### src/rtl/port_request_scheduler.sv
// Three-port request scheduler: per-port FIFOs feed a conflict-aware round-robin issue stage.
// Optional macro SCHED_STATS_EN adds the saturating conflict_count output.
module port_request_scheduler #(
    parameter int FIFO_DEPTH = 4
) (
    input  logic        clk,
    input  logic        rst,
    input  logic        port1_req_valid,
    output logic        port1_req_ready,
    input  logic [9:0]  port1_addr,
    input  logic [15:0] port1_datain,
    input  logic        port1_wen,
    input  logic [1:0]  port1_req_tag_in,
    input  logic        port2_req_valid,
    output logic        port2_req_ready,
    input  logic [9:0]  port2_addr,
    input  logic [15:0] port2_datain,
    input  logic        port2_wen,
    input  logic [1:0]  port2_req_tag_in,
    input  logic        port3_req_valid,
    output logic        port3_req_ready,
    input  logic [9:0]  port3_addr,
    input  logic [15:0] port3_datain,
    input  logic        port3_wen,
    input  logic [1:0]  port3_req_tag_in,
    input  logic        issue_stall,
    output logic        issue1_valid,
    output logic [9:0]  issue1_addr,
    output logic [15:0] issue1_datain,
    output logic        issue1_wen,
    output logic [1:0]  issue1_req_tag,
    output logic [1:0]  issue1_id,
    output logic        issue2_valid,
    output logic [9:0]  issue2_addr,
    output logic [15:0] issue2_datain,
    output logic        issue2_wen,
    output logic [1:0]  issue2_req_tag,
    output logic [1:0]  issue2_id,
    output logic        issue3_valid,
    output logic [9:0]  issue3_addr,
    output logic [15:0] issue3_datain,
    output logic        issue3_wen,
    output logic [1:0]  issue3_req_tag,
`ifdef SCHED_STATS_EN
    output logic [15:0] conflict_count,
`endif
    output logic [1:0]  issue3_id
);

    localparam int AW = $clog2(FIFO_DEPTH);
    localparam logic [AW:0] FULL_CNT = (AW+1)'(FIFO_DEPTH);

    typedef struct packed {
        logic [9:0]  addr;
        logic [15:0] datain;
        logic        wen;
        logic [1:0]  tag;
    } req_t;

    typedef enum logic [1:0] {P1 = 2'd0, P2 = 2'd1, P3 = 2'd2} rr_t;

    function automatic rr_t rr_next(input rr_t p);
        case (p)
            P1:      return P2;
            P2:      return P3;
            default: return P1;
        endcase
    endfunction

    logic [2:0]    in_valid;
    logic [2:0]    in_ready;
    logic [2:0]    push;
    logic [2:0]    pop;
    logic [2:0]    cand;
    logic [2:0]    grant;
    logic          suppress;
    req_t          in_req   [3];
    req_t          head     [3];
    req_t          mem_q    [3][FIFO_DEPTH];
    logic [AW-1:0] wr_ptr_q [3];
    logic [AW-1:0] rd_ptr_q [3];
    logic [AW:0]   cnt_q    [3];
    logic [1:0]    rank     [3];
    rr_t           rr_q;
    rr_t           rr_d;
    rr_t           idx;
    rr_t           top;
    logic          found;
    logic [2:0]    iss_valid_q;
    req_t          iss_q    [3];

    assign in_valid  = {port3_req_valid, port2_req_valid, port1_req_valid};
    assign in_req[0] = {port1_addr, port1_datain, port1_wen, port1_req_tag_in};
    assign in_req[1] = {port2_addr, port2_datain, port2_wen, port2_req_tag_in};
    assign in_req[2] = {port3_addr, port3_datain, port3_wen, port3_req_tag_in};

    always_comb begin
        cand     = '0;
        in_ready = '0;
        for (int i = 0; i < 3; i++) begin
            head[i]     = mem_q[i][rd_ptr_q[i]];
            cand[i]     = (cnt_q[i] != '0);
            in_ready[i] = (cnt_q[i] != FULL_CNT);
        end
        push = in_valid & in_ready;
    end

    // A candidate loses only to a conflicting candidate closer to the round-robin pointer.
    always_comb begin
        rank = '{default: 2'd0};
        idx  = rr_q;
        for (int k = 0; k < 3; k++) begin
            rank[idx] = 2'(k);
            idx       = rr_next(idx);
        end

        grant = '0;
        for (int i = 0; i < 3; i++) begin
            grant[i] = cand[i];
            for (int j = 0; j < 3; j++) begin
                if (j != i && cand[j] && head[i].addr == head[j].addr &&
                    (head[i].wen || head[j].wen) && rank[j] < rank[i]) begin
                    grant[i] = 1'b0;
                end
            end
        end
        suppress = |(cand & ~grant);

        top   = rr_q;
        found = 1'b0;
        idx   = rr_q;
        for (int k = 0; k < 3; k++) begin
            if (!found && grant[idx]) begin
                top   = idx;
                found = 1'b1;
            end
            idx = rr_next(idx);
        end

        rr_d = rr_q;
        if (suppress && !issue_stall) begin
            rr_d = rr_next(top);
        end
        pop = issue_stall ? 3'b000 : grant;
    end

    always_ff @(posedge clk) begin
        for (int i = 0; i < 3; i++) begin
            if (push[i]) begin
                mem_q[i][wr_ptr_q[i]] <= in_req[i];
            end
        end
    end

    always_ff @(posedge clk or posedge rst) begin
        if (rst) begin
            for (int i = 0; i < 3; i++) begin
                wr_ptr_q[i] <= '0;
                rd_ptr_q[i] <= '0;
                cnt_q[i]    <= '0;
                iss_q[i]    <= '0;
            end
            iss_valid_q <= '0;
            rr_q        <= P1;
        end else begin
            for (int i = 0; i < 3; i++) begin
                if (push[i]) begin
                    wr_ptr_q[i] <= wr_ptr_q[i] + AW'(1);
                end
                if (pop[i]) begin
                    rd_ptr_q[i] <= rd_ptr_q[i] + AW'(1);
                end
                case ({push[i], pop[i]})
                    2'b10:   cnt_q[i] <= cnt_q[i] + (AW+1)'(1);
                    2'b01:   cnt_q[i] <= cnt_q[i] - (AW+1)'(1);
                    default: cnt_q[i] <= cnt_q[i];
                endcase
                iss_q[i] <= pop[i] ? head[i] : '0;
            end
            iss_valid_q <= pop;
            rr_q        <= rr_d;
        end
    end

`ifdef SCHED_STATS_EN
    logic [15:0] conflict_count_q;
    logic [15:0] conflict_count_d;

    always_comb begin
        conflict_count_d = conflict_count_q;
        if (suppress && !issue_stall && conflict_count_q != 16'hFFFF) begin
            conflict_count_d = conflict_count_q + 16'd1;
        end
    end

    always_ff @(posedge clk or posedge rst) begin
        if (rst) begin
            conflict_count_q <= '0;
        end else begin
            conflict_count_q <= conflict_count_d;
        end
    end

    assign conflict_count = conflict_count_q;
`endif

    assign port1_req_ready = in_ready[0];
    assign port2_req_ready = in_ready[1];
    assign port3_req_ready = in_ready[2];

    assign issue1_valid   = iss_valid_q[0];
    assign issue1_addr    = iss_q[0].addr;
    assign issue1_datain  = iss_q[0].datain;
    assign issue1_wen     = iss_q[0].wen;
    assign issue1_req_tag = iss_q[0].tag;
    assign issue1_id      = 2'd1;

    assign issue2_valid   = iss_valid_q[1];
    assign issue2_addr    = iss_q[1].addr;
    assign issue2_datain  = iss_q[1].datain;
    assign issue2_wen     = iss_q[1].wen;
    assign issue2_req_tag = iss_q[1].tag;
    assign issue2_id      = 2'd2;

    assign issue3_valid   = iss_valid_q[2];
    assign issue3_addr    = iss_q[2].addr;
    assign issue3_datain  = iss_q[2].datain;
    assign issue3_wen     = iss_q[2].wen;
    assign issue3_req_tag = iss_q[2].tag;
    assign issue3_id      = 2'd3;

endmodule

### config.mk
export PLATFORM = sky130hd
export DESIGN_NAME = port_request_scheduler
export DESIGN_NICKNAME = d
export VERILOG_FILES = /design/src/rtl/port_request_scheduler.sv
export SDC_FILE = /design/constraint.sdc
export NUM_CORES = 1
export LEC_CHECK = 0
export ABC_AREA = 1
export CAP_MARGIN = 10
export CORE_MARGIN = 2
export CORE_UTILIZATION = 31
export CTS_BUF_LIST = sky130_fd_sc_hd__clkbuf_8
export CTS_CLUSTER_DIAMETER = 120
export DETAILED_ROUTE_END_ITERATION = 12
export PLACE_DENSITY_LB_ADDON = 0.05
export SLEW_MARGIN = 10
export SYNTH_ARGS = -nofsm -noshare
export SYNTH_HDL_FRONTEND = slang
export SYNTH_SLANG_ARGS = --single-unit
### constraint.sdc
create_clock -name clk -period 3.41 [get_ports clk]
set_input_delay 0.682 -clock clk [delete_from_list [all_inputs] [get_ports clk]]
set_output_delay 0.682 -clock clk [all_outputs]
set_load 0.02 [all_outputs]
==> results.txt <==
----------------------------------------------------
[Run status]
  Status ... finished, final reports clean

[Placement]
  Post-detail-place hpwl ... 31050 um
  Placer's final routability congestion estimate ... 0.7756
  IO Port Bufs ... 185

[Yosys]
  Top-area cell type share of the netlist area ... 56.42%
  Most frequent cell after synthesis ... nand2_1
  Fraction of synthesis flops using an asynchronous set or reset pin ... 24.51%
  Count of cell types in the netlist ... 38
  Flops & latches, synth ... 461
  Area of the mapped netlist ... 18520 um2
  Yosys warnings ... 0
  Post-Syn Instances ... 1465
  Share of synthesized area occupied by flip-flops and latches ... 71.69%
  Ranking of synthesized cells by area ... edfxtp_1 56%, dfrtp_1 15%, nand2_1 9.4%
  Leading post-synthesis cells by instance count ... 464 x nand2_1, 348 x edfxtp_1, 114 x a21oi_1
  Post-Syn Area per Cell ... 12.64 um2
  Dominant cell type by area after synthesis ... edfxtp_1
  Post-synth top flop ... edfxtp_1
  Number of flops mapped to enable cells by yosys ... 348

[Critical path]
  Cell repeated most along the worst path ... nand2_1
  Maximum single-stage delay on the critical path ... 0.43 ns
  Endpoint required time on the critical path ... 3.94 ns
  Critical path class ... reg2reg
  Standard cell with the maximum stage delay on the critical path ... dfrtp_2
  Worst path cell trace ... inv_4 -> nand2_1 -> nand2_1 -> nand2_1 -> nand2_1 -> xnor2_1 -> nor2_1 -> nand4_1 -> nand3_2 -> nor2_2 -> ha_1 -> inv_1 -> fa_1 -> a21oi_1 -> o21ai_0 -> xnor2_1
  CP Launch Type ... flop
  Critical Path Fanout Max ... 35
  Sort of element at the end of the critical path ... flop
  Data arrival time of the critical path ... 3.60 ns

[Floorplanning]
  Area of the die ... 61720 um2
  Io pins ... 192
  X dimension of the die ... 248.4 um
  Number of placement rows ... 89
  Core area ... 59020 um2
  Starting density of the core ... 31.38%
  Y dimension of the die ... 248.4 um

[STA]
  Total negative setup slack ... 0 ns
  Final worst-path cycle share ... 89.93%
  Final max-slew violation count ... 0
  Worst clock skew ... 0.03245 ns
  Setup repair after global routing missed its margin ... false
  Maximum clock frequency ... 326.1 MHz
  Total setup violations reported at the end of the flow ... 0
  Final hold slack ... 0.4985 ns
  Final hold violation count ... 0
  Post-route minimum period ... 3.067 ns
  Slew of the pin with the lowest slew margin ... 0.9094 ns
  Headroom to the max-slew limit ... 39.25%

[Drt]
  Post-detailed-routing wire length ... 49050 um
  DRC violations left ... 0
  DR vias/cell ... 4.574
  Total number of vias ... 11736
  DR pass1 iterations ... 5
  WL/cell ... 19.11 um
  Initial detailed-routing violation count ... 680
  Number of routed nets with antenna violations ... 0

[Run]
  Number of max-capacitance violations reported ... 0

[Layout]
  Number of nets in the layout ... 1833
  Fillcell total ... 5679
  Signed area change from the synthesized netlist to the final layout ... 24.86%
  Final design utilization ... 39.18%
  Layout cell share with drive strength beyond 1 ... 15.52%

[Clock tree]
  Clock net sink count ... 461
  Number of instances resized during post-cts repair ... 0
  Clock latency on the worst-skew pair ... 0.67 ns
  CTS Buf Count ... 84
  Maximum clock path buffer count ... 3
  Clock tree from TritonCTS ... yes
  Number of buffers added for setup after CTS ... 0
  Number of buffers added to fix hold violations after cts ... 0
  Clock tree root driver cell ... clkbuf_8
  Clock Pin Slew Worst Setup and Hold Paths ... 0.06 ns
  Count of H-tree levels built during CTS ... 3

[GRT]
  Overall routing resource usage ... 15.98%
  Pin count of the biggest net entering global routing ... 61
  First-pass GRT wire length ... 74790 um
  Number of antenna violations at the first check in global routing ... 6
  Global-route congestion overflow total ... 0
  Vias in the first global route ... 12091

[Pwr]
  Total power draw ... 21.63 mW
  Leakage ... 9.126 nW
  PwrDens ... 935.4 nW/um2
  Highest ir drop seen on vdd ... 0.3862 mV

[Worst hold path]
  Min-Delay Path Class ... reg2reg

----------------------------------------------------
==> registers in the layout, indices dropped and copies added (netlist names) <==
name	flops
cnt_q	9
iss_valid_q	3
issue1_addr	10
issue1_datain	16
issue1_req_tag	2
issue1_wen	1
issue2_addr	10
issue2_datain	16
issue2_req_tag	2
issue2_wen	1
issue3_addr	10
issue3_datain	16
issue3_req_tag	2
issue3_wen	1
mem_q	348
rd_ptr_q	6
rr_q	2
wr_ptr_q	6
==> final cells by class <==
class	instances	area, um2	share of cell area, %
well taps	773	967.2	4.182
inverters	66	265.3	1.147
multi-input cells	867	4609	19.93
clock inverters	61	322.8	1.396
flip-flops and latches	461	13280	57.43
diodes	2	5.005	0.02164
clock buffers	96	1321	5.714
repair buffers	240	2352	10.17
==> per-layer routing <==
metal / share of wire (%) / track usage (%)
met5: 0.10 / 0
met1: 44 / 20.20
met3: 5.0 / 4.229
met2: 49 / 26.60
met4: 2.1 / 5.252
==> path summary, 6_finish.rpt <==
kind                                  start              to  slack, ns  depth (start not counted)
worst max-delay path            rd_ptr_q[0]        cnt_q[8]       0.34                         16
worst min-delay path               cnt_q[2]        cnt_q[2]       0.50                          1
worst max register to register  rd_ptr_q[0]        cnt_q[8]       0.34                         16
worst min register to register     cnt_q[2]        cnt_q[2]       0.50                          1
max in group asynchronous               rst         rr_q[1]       2.14                          3
min in group asynchronous               rst  iss_valid_q[2]       0.56                          2
==> power breakdown <==
part           internal (mW)  switching (mW)
Sequential              7.60           0.499
Clock                   2.73            2.31
Combinational           2.88            5.61
==> worst max-delay path: cells and delay by family (launching register included) <==
kind                       cells  cell delay [ns]
and+or+nand+nor                8             0.97
xor gates and xnor gates       2             0.27
AOI/OAI and AO/OA              2             0.29
buffers and inverters          2             0.39
DFF                            1             0.43
adders and majority gates      2             0.54
==> logic make-up after synthesis <==
family | Yosys count | synth area share, %
multiplexers | 1 | 0.06080
XOR/XNOR | 18 | 0.8512
adder cells (fa/ha/maj) | 20 | 1.473
flip-flops | 461 | 71.69
buffers and inverters | 141 | 3.986
AO/OA/AOI/OAI | 180 | 7.540
other | 2 | 0.04055
AND/OR/NAND/NOR | 642 | 14.36
==> metrics by stage <==
stage / instances / instance area [um2] / setup WS [ns]
2_1_floorplan: 1469 / 18540 / 0.7592
3_3_place_gp: 2407 / 21480 / 0.3210
3_5_place_dp: 2407 / 21480 / 0.2837
4_1_cts: 2564 / 23120 / 0.2861
5_1_grt: 2566 / 23120 / 0.02661
6_report: 2566 / 23120 / 0.3435
==> cells in the final DEF (no fill, tap or decap), types with 7 or more instances in the layout <==
| cell | Yosys | routed |
|---|---|---|
| edfxtp_1 | 348 | 348 |
| inv_1 | 40 | 79 |
| clkinv_1 | 3 | 12 |
| nand2_2 | 11 | 11 |
| inv_2 | 18 | 18 |
| xor2_1 | 10 | 10 |
| a221oi_1 | 9 | 9 |
| nor2_1 | 60 | 48 |
| nand2_1 | 464 | 464 |
| dfrtp_1 | 113 | 110 |
| nor2_4 | 1 | 13 |
| a21oi_1 | 114 | 114 |
| a221oi_2 | 45 | 45 |
| clkbuf_8 | 0 | 96 |
| buf_4 | 19 | 48 |
| buf_12 | 0 | 7 |
| ha_1 | 17 | 17 |
| nand3_1 | 77 | 77 |
| xnor2_1 | 8 | 8 |
| clkdlybuf4s50_1 | 0 | 185 |
| nor3_1 | 8 | 8 |
No activity file was read; power rests on OpenSTA's default activity.
